===== config.mk =====
export PLATFORM = sky130hd
export DESIGN_NAME = conv_loop_ctrl
export DESIGN_NICKNAME = d
export VERILOG_FILES = /design/src/rtl/conv_ctrl_pkg.sv /design/src/rtl/conv_valid_delay.sv /design/src/rtl/conv_loop_ctrl.sv
export SDC_FILE = /design/constraint.sdc
export NUM_CORES = 1
export LEC_CHECK = 0
export BUFFER_PORTS_ARGS = -buffer_cell sky130_fd_sc_hd__clkbuf_2
export CAP_MARGIN = 30
export CORE_ASPECT_RATIO = 2
export CORE_UTILIZATION = 30
export CTS_CLUSTER_DIAMETER = 30
export DETAILED_ROUTE_END_ITERATION = 7
export MAX_ROUTING_LAYER = met4
export PLACE_DENSITY = 0.47
export SYNTH_ARGS = -nofsm -noshare
export SYNTH_HDL_FRONTEND = slang
export SYNTH_SLANG_ARGS = --single-unit

===== constraint.sdc =====
create_clock -name clk -period 2.2 [get_ports clk]
set_clock_uncertainty 0.2 [all_clocks]
set_input_delay 0.33 -clock clk [delete_from_list [all_inputs] [get_ports clk]]
set_output_delay 0.33 -clock clk [all_outputs]
set_load 0.02 [all_outputs]

===== src/rtl/conv_ctrl_pkg.sv =====
// Shared types and limits for the convolution loop controller.
package conv_ctrl_pkg;

    typedef enum logic [1:0] {
        ST_IDLE  = 2'd0,
        ST_RUN   = 2'd1,
        ST_DRAIN = 2'd2
    } state_t;

    localparam int MAC_LATENCY_MAX = 8;

    // Counter width able to hold 0 .. bound-1 (at least one bit).
    function automatic int cnt_width(input int bound);
        return (bound > 1) ? $clog2(bound) : 1;
    endfunction

endpackage


===== src/rtl/conv_valid_delay.sv =====
// Fixed-depth shift line for a valid strobe and its payload; the payload of a
// stage only moves when its valid bit is set, so the output holds between strobes.
module conv_valid_delay #(
    parameter int DEPTH = 4,
    parameter int WIDTH = 8
) (
    input  logic             clk,
    input  logic             arst_n_in,
    input  logic             in_valid,
    input  logic [WIDTH-1:0] in_data,
    output logic             out_valid,
    output logic [WIDTH-1:0] out_data
);

    logic [DEPTH-1:0] vld;
    logic [WIDTH-1:0] dat [DEPTH];

    always_ff @(posedge clk or negedge arst_n_in) begin
        if (!arst_n_in) begin
            vld <= '0;
            for (int i = 0; i < DEPTH; i++) begin
                dat[i] <= '0;
            end
        end else begin
            vld[0] <= in_valid;
            if (in_valid) begin
                dat[0] <= in_data;
            end
            for (int i = 1; i < DEPTH; i++) begin
                vld[i] <= vld[i-1];
                if (vld[i-1]) begin
                    dat[i] <= dat[i-1];
                end
            end
        end
    end

    assign out_valid = vld[DEPTH-1];
    assign out_data  = dat[DEPTH-1];

endmodule


===== src/rtl/conv_loop_ctrl.sv =====
// Convolution loop-nest controller: walks x, y, ch_in, ch_out, k_v, k_h and schedules
// MAC, partial-sum and result strobes. Define CONV_LOOP_CTRL_PERF_CNT_EN for perf counters.
//
// state    | meaning
// ST_IDLE  | waiting for start, all strobes low
// ST_RUN   | stepping the loop nest on every fire (a_valid & b_valid)
// ST_DRAIN | no new steps, waiting MAC_LATENCY cycles for in-flight results
module conv_loop_ctrl
    import conv_ctrl_pkg::*;
#(
    parameter int LOG2_OF_MEM_HEIGHT = 20,
    parameter int FEATURE_MAP_WIDTH  = 1024,
    parameter int FEATURE_MAP_HEIGHT = 1024,
    parameter int INPUT_NB_CHANNELS  = 64,
    parameter int OUTPUT_NB_CHANNELS = 64,
    parameter int KERNEL_SIZE        = 3,
    parameter int MAC_LATENCY        = 4
) (
    input  logic                          clk,
    input  logic                          arst_n_in,
    input  logic                          start,
    output logic                          running,
    output logic                          done,
    input  logic                          a_valid,
    input  logic                          b_valid,
    output logic                          a_ready,
    output logic                          b_ready,
    output logic                          write_a,
    output logic                          write_b,
    output logic                          mac_valid,
    output logic                          mac_accumulate_internal,
    output logic                          mac_accumulate_with_0,
    output logic                          mem_we,
    output logic [LOG2_OF_MEM_HEIGHT-1:0] mem_write_addr,
    output logic                          mem_re,
    output logic [LOG2_OF_MEM_HEIGHT-1:0] mem_read_addr,
    output logic                          output_valid,
    output logic [31:0]                   output_x,
    output logic [31:0]                   output_y,
    output logic [31:0]                   output_ch
`ifdef CONV_LOOP_CTRL_PERF_CNT_EN
    ,
    output logic [31:0]                   perf_busy_cycles,
    output logic [31:0]                   perf_stall_cycles
`endif
);

    localparam int XW = cnt_width(FEATURE_MAP_WIDTH);
    localparam int YW = cnt_width(FEATURE_MAP_HEIGHT);
    localparam int IW = cnt_width(INPUT_NB_CHANNELS);
    localparam int OW = cnt_width(OUTPUT_NB_CHANNELS);
    localparam int KW = cnt_width(KERNEL_SIZE);
    localparam int DW = $clog2(MAC_LATENCY_MAX);

    state_t          state;
    logic [XW-1:0]   x_cnt;
    logic [YW-1:0]   y_cnt;
    logic [IW-1:0]   ci_cnt;
    logic [OW-1:0]   co_cnt;
    logic [KW-1:0]   kv_cnt;
    logic [KW-1:0]   kh_cnt;
    logic [DW-1:0]   drain_cnt;

    logic run, fire;
    logic x_last, y_last, ci_last, co_last, kv_last, kh_last;
    logic c_co, c_ci, c_y, c_x, last_step;
    logic first_tap, last_tap;
    logic psum_ev, res_ev;
    logic [95:0] res_in, res_out;

    assign run  = (state == ST_RUN);
    assign fire = run & a_valid & b_valid;

    assign x_last  = (x_cnt  == XW'(FEATURE_MAP_WIDTH - 1));
    assign y_last  = (y_cnt  == YW'(FEATURE_MAP_HEIGHT - 1));
    assign ci_last = (ci_cnt == IW'(INPUT_NB_CHANNELS - 1));
    assign co_last = (co_cnt == OW'(OUTPUT_NB_CHANNELS - 1));
    assign kv_last = (kv_cnt == KW'(KERNEL_SIZE - 1));
    assign kh_last = (kh_cnt == KW'(KERNEL_SIZE - 1));

    // Carry chain: each level moves only when everything inside it is at its last value.
    assign c_co      = kh_last & kv_last;
    assign c_ci      = c_co & co_last;
    assign c_y       = c_ci & ci_last;
    assign c_x       = c_y & y_last;
    assign last_step = c_x & x_last;

    assign first_tap = (kv_cnt == '0) && (kh_cnt == '0);
    assign last_tap  = kh_last & kv_last;

    always_ff @(posedge clk or negedge arst_n_in) begin
        if (!arst_n_in) begin
            state     <= ST_IDLE;
            x_cnt     <= '0;
            y_cnt     <= '0;
            ci_cnt    <= '0;
            co_cnt    <= '0;
            kv_cnt    <= '0;
            kh_cnt    <= '0;
            drain_cnt <= '0;
            done      <= 1'b0;
        end else begin
            done <= 1'b0;
            case (state)
                ST_IDLE: begin
                    if (start) begin
                        state <= ST_RUN;
                    end
                end
                ST_RUN: begin
                    if (fire) begin
                        kh_cnt <= kh_last ? '0 : kh_cnt + 1'b1;
                        if (kh_last) kv_cnt <= kv_last ? '0 : kv_cnt + 1'b1;
                        if (c_co)    co_cnt <= co_last ? '0 : co_cnt + 1'b1;
                        if (c_ci)    ci_cnt <= ci_last ? '0 : ci_cnt + 1'b1;
                        if (c_y)     y_cnt  <= y_last  ? '0 : y_cnt + 1'b1;
                        if (c_x)     x_cnt  <= x_last  ? '0 : x_cnt + 1'b1;
                        if (last_step) begin
                            state     <= ST_DRAIN;
                            drain_cnt <= DW'(MAC_LATENCY - 1);
                            done      <= (MAC_LATENCY == 1);
                        end
                    end
                end
                ST_DRAIN: begin
                    // done lands in the final drain cycle, alongside the last result
                    if (drain_cnt == '0) begin
                        state <= ST_IDLE;
                    end else begin
                        drain_cnt <= drain_cnt - 1'b1;
                        done      <= (drain_cnt == DW'(1));
                    end
                end
                default: state <= ST_IDLE;
            endcase
        end
    end

    assign running = (state != ST_IDLE);
    assign a_ready = run;
    assign b_ready = run;
    assign write_a = run;
    assign write_b = run;

    assign mac_valid               = fire;
    assign mac_accumulate_internal = run & ~first_tap;
    assign mac_accumulate_with_0   = run & first_tap & (ci_cnt == '0);
    assign mem_re                  = fire & first_tap & (ci_cnt != '0);
    assign mem_read_addr           = LOG2_OF_MEM_HEIGHT'(co_cnt);

    assign psum_ev = fire & last_tap & ~ci_last;
    assign res_ev  = fire & last_tap & ci_last;
    assign res_in  = {32'(x_cnt), 32'(y_cnt), 32'(co_cnt)};

    conv_valid_delay #(
        .DEPTH (MAC_LATENCY),
        .WIDTH (LOG2_OF_MEM_HEIGHT)
    ) u_psum_delay (
        .clk       (clk),
        .arst_n_in (arst_n_in),
        .in_valid  (psum_ev),
        .in_data   (LOG2_OF_MEM_HEIGHT'(co_cnt)),
        .out_valid (mem_we),
        .out_data  (mem_write_addr)
    );

    conv_valid_delay #(
        .DEPTH (MAC_LATENCY),
        .WIDTH (96)
    ) u_res_delay (
        .clk       (clk),
        .arst_n_in (arst_n_in),
        .in_valid  (res_ev),
        .in_data   (res_in),
        .out_valid (output_valid),
        .out_data  (res_out)
    );

    assign output_x  = res_out[95:64];
    assign output_y  = res_out[63:32];
    assign output_ch = res_out[31:0];

`ifdef CONV_LOOP_CTRL_PERF_CNT_EN
    always_ff @(posedge clk or negedge arst_n_in) begin
        if (!arst_n_in) begin
            perf_busy_cycles  <= '0;
            perf_stall_cycles <= '0;
        end else if (state == ST_IDLE && start) begin
            perf_busy_cycles  <= '0;
            perf_stall_cycles <= '0;
        end else begin
            if (state != ST_IDLE && perf_busy_cycles != '1) begin
                perf_busy_cycles <= perf_busy_cycles + 32'd1;
            end
            if (run && !fire && perf_stall_cycles != '1) begin
                perf_stall_cycles <= perf_stall_cycles + 32'd1;
            end
        end
    end
`endif

endmodule


==> flow_metrics.env, run 1 <==
export IMPL_coreArea_um2=26400
export IMPL_p_leak_nw=4.75
export IMPL_vias=4411
export IMPL_avgSynthCellArea_um2=12.7
export IMPL_drtAntennaViolNets=0
export IMPL_crit_type="flip-flop to output port"
export IMPL_overflow=0
export IMPL_clock_sinks=178
export IMPL_cts_tree="done"
export IMPL_path_buf_inv=1
export IMPL_hold_path_class="input pin to flip-flop"
export IMPL_drc=0
export IMPL_num_rows=84
export IMPL_yosys_warnings=0
export IMPL_diodes=0
export IMPL_wl_met1_mm=5.41
export IMPL_hold_violations=0
export IMPL_synth_edf_count=0
export IMPL_die_h_um=234
export IMPL_die_area_um2=27700
export IMPL_clock_latency_ns=0.43
export IMPL_layout_common_cells="dfrtp_1, mux2_2, conb_1"
export IMPL_antenna_found_initial=0
export IMPL_globalRouteTotalUtil_pct=11.3
export IMPL_yosys_register_bits=178
export IMPL_fin_tns_setup_ns=0
export IMPL_initial_core_util_pct=30.7
export IMPL_p_per_area_nw_per_um2=763
export IMPL_cp_arrival_ns=1.65
export IMPL_synth_async_reset_ratio_pct=100
export IMPL_grt_start_max_net_pins=70
export IMPL_critPathRequiredTime_ns=1.67
export IMPL_port_buffers=54
export IMPL_fill_cells=2598
export IMPL_rsz0062_at_grt="true"
export IMPL_grt_pass1_wl_mm=23.7
export IMPL_dr_pass1_iters=6
export IMPL_finalWorstSetupSlack_ns=0.0169
export IMPL_mostFrequentLayoutCell="dfrtp_1"
export IMPL_max_stage_delay_ns=0.43
export IMPL_slew_headroom_pct=66.6
export IMPL_fmax_mhz=458
export IMPL_cp_end_kind="output port"
export IMPL_cts_buffers=17
export IMPL_worst_path_max_delay_cell="dfrtp_2"
export IMPL_fp_dieW_um=118
export IMPL_clk_pin_slew_ns=0.07
export IMPL_clockBufferDepth=2
export IMPL_cap_violations=0
export IMPL_seq_area_frac_synth_pct=55.0
export IMPL_met2_length_mm=7.98
export IMPL_ys_flop_type="dfrtp_1"
export IMPL_fin_crit_sh_pct=99.2
export IMPL_grt_pass1_vias=4572
export IMPL_whs_ns=0.170
export IMPL_crit_fanout=2
export IMPL_io_pins=153
export IMPL_tightestPinTransition_ns=0.502
export IMPL_synthesis_instances=636
export IMPL_drv_slew=0
export IMPL_power_mw=7.02
export IMPL_wl_met3_um=444
export IMPL_clock_root_buffer="clkbuf_16"
export IMPL_start_kind="flip-flop"
export IMPL_via_per_inst=4.17
export IMPL_irDropWorstVdd_v=0.000482
export IMPL_cts_max_level=4
export IMPL_area_growth_pct=13.6
export IMPL_drt_wirelength_per_cell_um=13.3
export IMPL_netlist_area_um2=8100
export IMPL_crit_chain="nor4_4, and2_4, and3_1, clkbuf_8"
export IMPL_place_gp_congestion=0.789
export IMPL_fin_crit_ns=2.18
export IMPL_wirelength_mm=14.1
export IMPL_path_delay_family="simple AND/OR/NAND/NOR gates"
export IMPL_finalSetupViolCount=0
export IMPL_final_layout_size_suffix_gt1_share_pct=40.0
export IMPL_dr_max_layer_used="met4"
export IMPL_drt_iter0_markers=108
export IMPL_dp_hpwl_mm=10.2
export IMPL_yosys_cell_types_count=48
export IMPL_place_ws_ns=-0.0247
export IMPL_num_nets_final=715
export IMPL_status="complete, no violations"
## stage by stage
| stage | cells | instance area (um^2) | util [%] |
|---|---|---|---|
| 2_1_floorplan | 733 | 8480 | - |
| 3_3_place_gp | 1016 | 8390 | 31.8 |
| 3_5_place_dp | 1016 | 8390 | 31.8 |
| 4_1_cts | 1054 | 9100 | 34.5 |
| 5_1_grt | 1059 | 9200 | 34.9 |
| 6_report | 1059 | 9200 | 34.9 |
## per-layer routing
layer	vias up	GRT usage (%)
met3	14	2.31
li1	2070	-
met1	2206	11.3
met5	-	-
met4	0	5.85
met2	121	20.6
## synthesized netlist by cell type (all sizes together), types with 2 or more instances
library cell | instances | area, um^2
dfrtp | 178 | 4450
buf | 148 | 1090
mux2 | 128 | 1440
nand2 | 34 | 130
nand3 | 16 | 80.1
nor2 | 13 | 51.3
xnor2 | 11 | 96.3
inv | 10 | 37.5
o21ai | 10 | 50.1
clkbuf | 9 | 33.8
ha | 8 | 100
nand4 | 8 | 50.1
nor3 | 6 | 40.0
nor4 | 6 | 43.8
xor2 | 6 | 52.6
and3 | 5 | 31.3
a21o | 4 | 30.0
o31ai | 4 | 30.0
or2 | 3 | 18.8
or3 | 3 | 18.8
a21oi | 2 | 10.0
and2 | 2 | 12.5
and4 | 2 | 17.5
mux2i | 2 | 20.0
nand3b | 2 | 15.0
nor2b | 2 | 12.5
## layout make-up
cell class / instances / area (um^2) / share of cell area [%]
Multi-Input combinational cell: 388 / 2910 / 31.7
Sequential cell: 178 / 4460 / 48.5
Clock inverter: 14 / 171 / 1.86
Clock buffer: 18 / 439 / 4.77
Inverter: 10 / 37.5 / 0.408
Tap cell: 344 / 430 / 4.68
Timing Repair Buffer: 107 / 749 / 8.15
## where the power goes
part           internal (mW)  switching (mW)  leakage [nW]
sequential              3.32          0.0392          2.45
combinational          0.170           0.394          2.01
clock                   1.74            1.35         0.295
total                   5.23            1.78          4.75
## state kept, by name, indices dropped and copies added, names as in the netlist
register and count:
ci_cnt 6, kv_cnt 2, drain_cnt 3, x_cnt 10, u_res_delay.vld 4, u_res_delay.out_data 26, u_res_delay.dat 78, u_psum_delay.dat 18
y_cnt 10, co_cnt 6, state 2, kh_cnt 2, u_psum_delay.out_data 6, done 1, u_psum_delay.vld 4
## kinds of logic after synthesis
family                     after synthesis  synth area share [%]
buffers and inverters                  167                  14.3
adders and majority gates                8                  1.24
DFF                                    178                  55.0
other                                    1                0.0463
AOI/OAI and AO/OA                       27                  2.16
muxes                                  130                  18.1
and+or+nand+nor                        108                  7.30
xor gates and xnor gates                17                  1.84
## final timing paths
kind | to | slack (ns) | cells after the start | from
worst max-delay path | mac_accumulate_with_0 | 0.02 | 4 | ci_cnt[3]$_DFFE_PN0P_
worst min-delay path | kh_cnt[0]$_DFFE_PN0P_ | 0.17 | 4 | a_valid
worst max register to register | x_cnt[7]$_DFFE_PN0P_ | 0.05 | 6 | co_cnt[1]$_DFFE_PN0P_
worst min register to register | u_res_delay.dat[129]$_DFFE_PN0P_ | 0.30 | 1 | u_res_delay.dat[129]$_DFFE_PN0P_
max in group asynchronous | u_res_delay.dat[262]$_DFFE_PN0P_ | 0.84 | 3 | arst_n_in
min in group asynchronous | u_psum_delay.dat[44]$_DFFE_PN0P_ | 0.21 | 2 | arst_n_in
## timing repair
| action | CTS | global route |
|---|---|---|
| pin swaps | 4 | 4 |
| cloned | 0 | 1 |
| setup endpoints to repair | 4 | 30 |
| buffers inserted | 4 | 4 |
| hold endpoints to repair | 45 | 0 |
| hold buffers | 2 | 0 |
| resized for setup | 11 | 8 |
## worst reg2reg max path, delay by kind of cell, from the launching register on
family          cells  cell delay [ns]
fa+ha+maj           1             0.21
compound gates      2             0.31
simple gates        3             0.97
flops               1             0.36
No activity file was read; power rests on OpenSTA's default activity.
==> run 2, diff against run 1 <==
Settings changed: REMOVE_ABC_BUFFERS from default to 1.
==> run 2 against run 1 <==
Effect of this change: largest power group unchanged; cell area is 1.7% higher; die area stayed put; the flow now finishes with violations (setup timing); final cell count is 0.57% higher; utilization is 0.61 points higher; fmax is 3.6% lower; non-clock buffer count is 5 higher; clock-buffer cell count stayed put; clock power hardly changed; worst hold slack better by 0.014 ns; routed wire length is 8.3% higher; register-to-register slack worse by 0.11 ns; setup slack worse by 0.081 ns.
==> flow_metrics.env, run 2 (synthesized netlist as in run 1, its figures left out) <==
export IMPL_status="finished, violations left"
export IMPL_violations="setup timing"
export IMPL_hold_depth=4
export IMPL_grt_pass1_wl_mm=25.6
export IMPL_fp_dieW_um=118
export IMPL_die_h_um=234
export IMPL_diodes=0
export IMPL_crit_type="flip-flop to flip-flop"
export IMPL_clk_pin_slew_ns=0.07
export IMPL_place_area_um2=8490
export IMPL_grt_start_max_net_pins=56
export IMPL_p_leak_nw=4.81
export IMPL_power_mw=7.08
export IMPL_cap_violations=0
export IMPL_finalWorstSetupSlack_ns=-0.0636
export IMPL_p_switching_mw=1.82
export IMPL_overflow=0
export IMPL_hold_path_class="input pin to flip-flop"
export IMPL_coreArea_um2=26400
export IMPL_finalSetupViolCount=3
export IMPL_switching_share_pct=25.7
export IMPL_mostFrequentLayoutCell="dfrtp_1"
export IMPL_fmax_mhz=442
export IMPL_fin_area_um2=9360
export IMPL_reg2reg_depth=6
export IMPL_io_pins=153
export IMPL_initial_core_util_pct=30.7
export IMPL_clock_sinks=178
export IMPL_dr_pass1_iters=4
export IMPL_drv_slew=0
export IMPL_globalRouteTotalUtil_pct=12.3
export IMPL_drt_wirelength_per_cell_um=14.3
export IMPL_cts_max_level=4
export IMPL_irDropWorstVdd_v=0.000417
export IMPL_cts_tree="done"
export IMPL_via_per_inst=4.29
export IMPL_clockBufferDepth=2
export IMPL_regMostFlops="u_res_delay.dat"
export IMPL_hold_violations=0
export IMPL_clock_root_buffer="clkbuf_16"
export IMPL_start_kind="flip-flop"
export IMPL_grt_pass1_vias=4863
export IMPL_fin_crit_ns=2.26
export IMPL_final_layout_size_suffix_gt1_share_pct=42.0
export IMPL_slew_headroom_pct=62.7
export IMPL_p_per_area_nw_per_um2=756
export IMPL_p_int_mw=5.26
export IMPL_vias=4573
export IMPL_antenna_found_initial=0
export IMPL_pwr_share_clk_pct=43.9
export IMPL_critPathRequiredTime_ns=2.32
export IMPL_fin_crit_sh_pct=103
export IMPL_cp_arrival_ns=2.38
export IMPL_p_comb_share_pct=8.6
export IMPL_drtAntennaViolNets=0
export IMPL_tightestPinTransition_ns=0.559
export IMPL_num_rows=84
export IMPL_rsz0062_at_grt="true"
export IMPL_crit_fanout=5
export IMPL_wirelength_mm=15.3
export IMPL_place_gp_congestion=0.839
export IMPL_seqPwrFrac_pct=47.4
export IMPL_dp_hpwl_mm=10.8
export IMPL_area_growth_pct=15.6
export IMPL_largest_register_ffs=78
export IMPL_cp_end_kind="flip-flop"
export IMPL_clock_latency_ns=0.44
export IMPL_num_nets_final=721
export IMPL_port_buffers=54
export IMPL_drc=0
export IMPL_drt_iter0_markers=133
export IMPL_final_core_utilization_pct=35.5
export IMPL_cts_buffers=17
export IMPL_die_area_um2=27700
export IMPL_layout_common_cells="dfrtp_1, mux2_2, conb_1"
==> run 2: changes by cell type in the layout (fill, tap and decap cells not counted), moves of 2 or more <==
cell	change
buf_6	+2
o31ai_1	-2
nor4_1	-3
buf_12	+3
nor4_2	+3
and3_4	+2
o21ai_0	-4
o21ai_1	+4
inv_6	+3
and3_1	-2
nor2_2	+2
==> run 2: routing by layer <==
layer  track usage (%)  up-vias  share of wire, %
li1                  -     2079                 -
met1              12.3     2307                38
met2              22.4      160                55
met3              2.55       27               4.1
met4              6.29        0               2.4
met5                 -        -                 0
==> run 2: stage by stage <==
stage	std cells	hold WS (ns)	setup TNS, ns	worst slack [ns]
floorplan	576	-0.166	-14.00	-0.666
global placement	1024	0.131	-0.131	-0.131
detailed placement	1024	0.136	-0.197	-0.106
CTS	1065	0.171	-0.223	-0.0742
global route	1065	0.193	-1.88	-0.138
finish	1065	0.183	-0.110	-0.0636
==> run 2: timing repair <==
item | in CTS | in global routing
pin swaps | 7 | 6
setup endpoints to repair | 9 | 48
endpoints found under the hold margin | 51 | 0
hold buffers | 2 | 0
gates resized for setup | 26 | 19
cloned | 1 | 0
setup buffers | 6 | 0
==> run 2: layout make-up <==
class | count | area (um^2)
Sequential cell | 178 | 4460
Fill cell | 2548 | 17000
Multi-Input combinational cell | 389 | 3010
Clock buffer | 18 | 439
Tap cell | 344 | 430
Inverter | 10 | 37.5
Clock inverter | 14 | 165
Timing Repair Buffer | 112 | 822
==> run 2: power by group through the flow <==
stage | Clock (mW) | Combinational, mW | Sequential [mW]
3_3_place_gp | 0 | 0.539 | 3.41
3_5_place_dp | 0 | 0.554 | 3.41
5_1_grt | 3.36 | 0.669 | 3.36
2_1_floorplan | 0 | 0.264 | 3.44
6_report | 3.11 | 0.609 | 3.36
4_1_cts | 3.22 | 0.598 | 3.35
==> run 2: worst max-delay path: stages (launching register included) <==
cell and delay (ns):
dfrtp_1 0.35, ha_1 0.16, nand3_1 0.09, or2_4 0.29
or4_4 0.63, o31ai_4 0.30, o41ai_2 0.11
==> run 2: worst paths after layout <==
kind | from | end | slack (ns)
min in group asynchronous | arst_n_in | u_res_delay.dat[166]$_DFFE_PN0P_ | 0.22
min reg2reg | u_res_delay.dat[359]$_DFFE_PN0P_ | u_res_delay.dat[263]$_DFFE_PN0P_ | 0.30
max | co_cnt[0]$_DFFE_PN0P_ | x_cnt[7]$_DFFE_PN0P_ | -0.06
max in group asynchronous | arst_n_in | kv_cnt[1]$_DFFE_PN0P_ | 0.87
min | b_valid | kh_cnt[0]$_DFFE_PN0P_ | 0.18
max reg2reg | co_cnt[0]$_DFFE_PN0P_ | x_cnt[7]$_DFFE_PN0P_ | -0.06
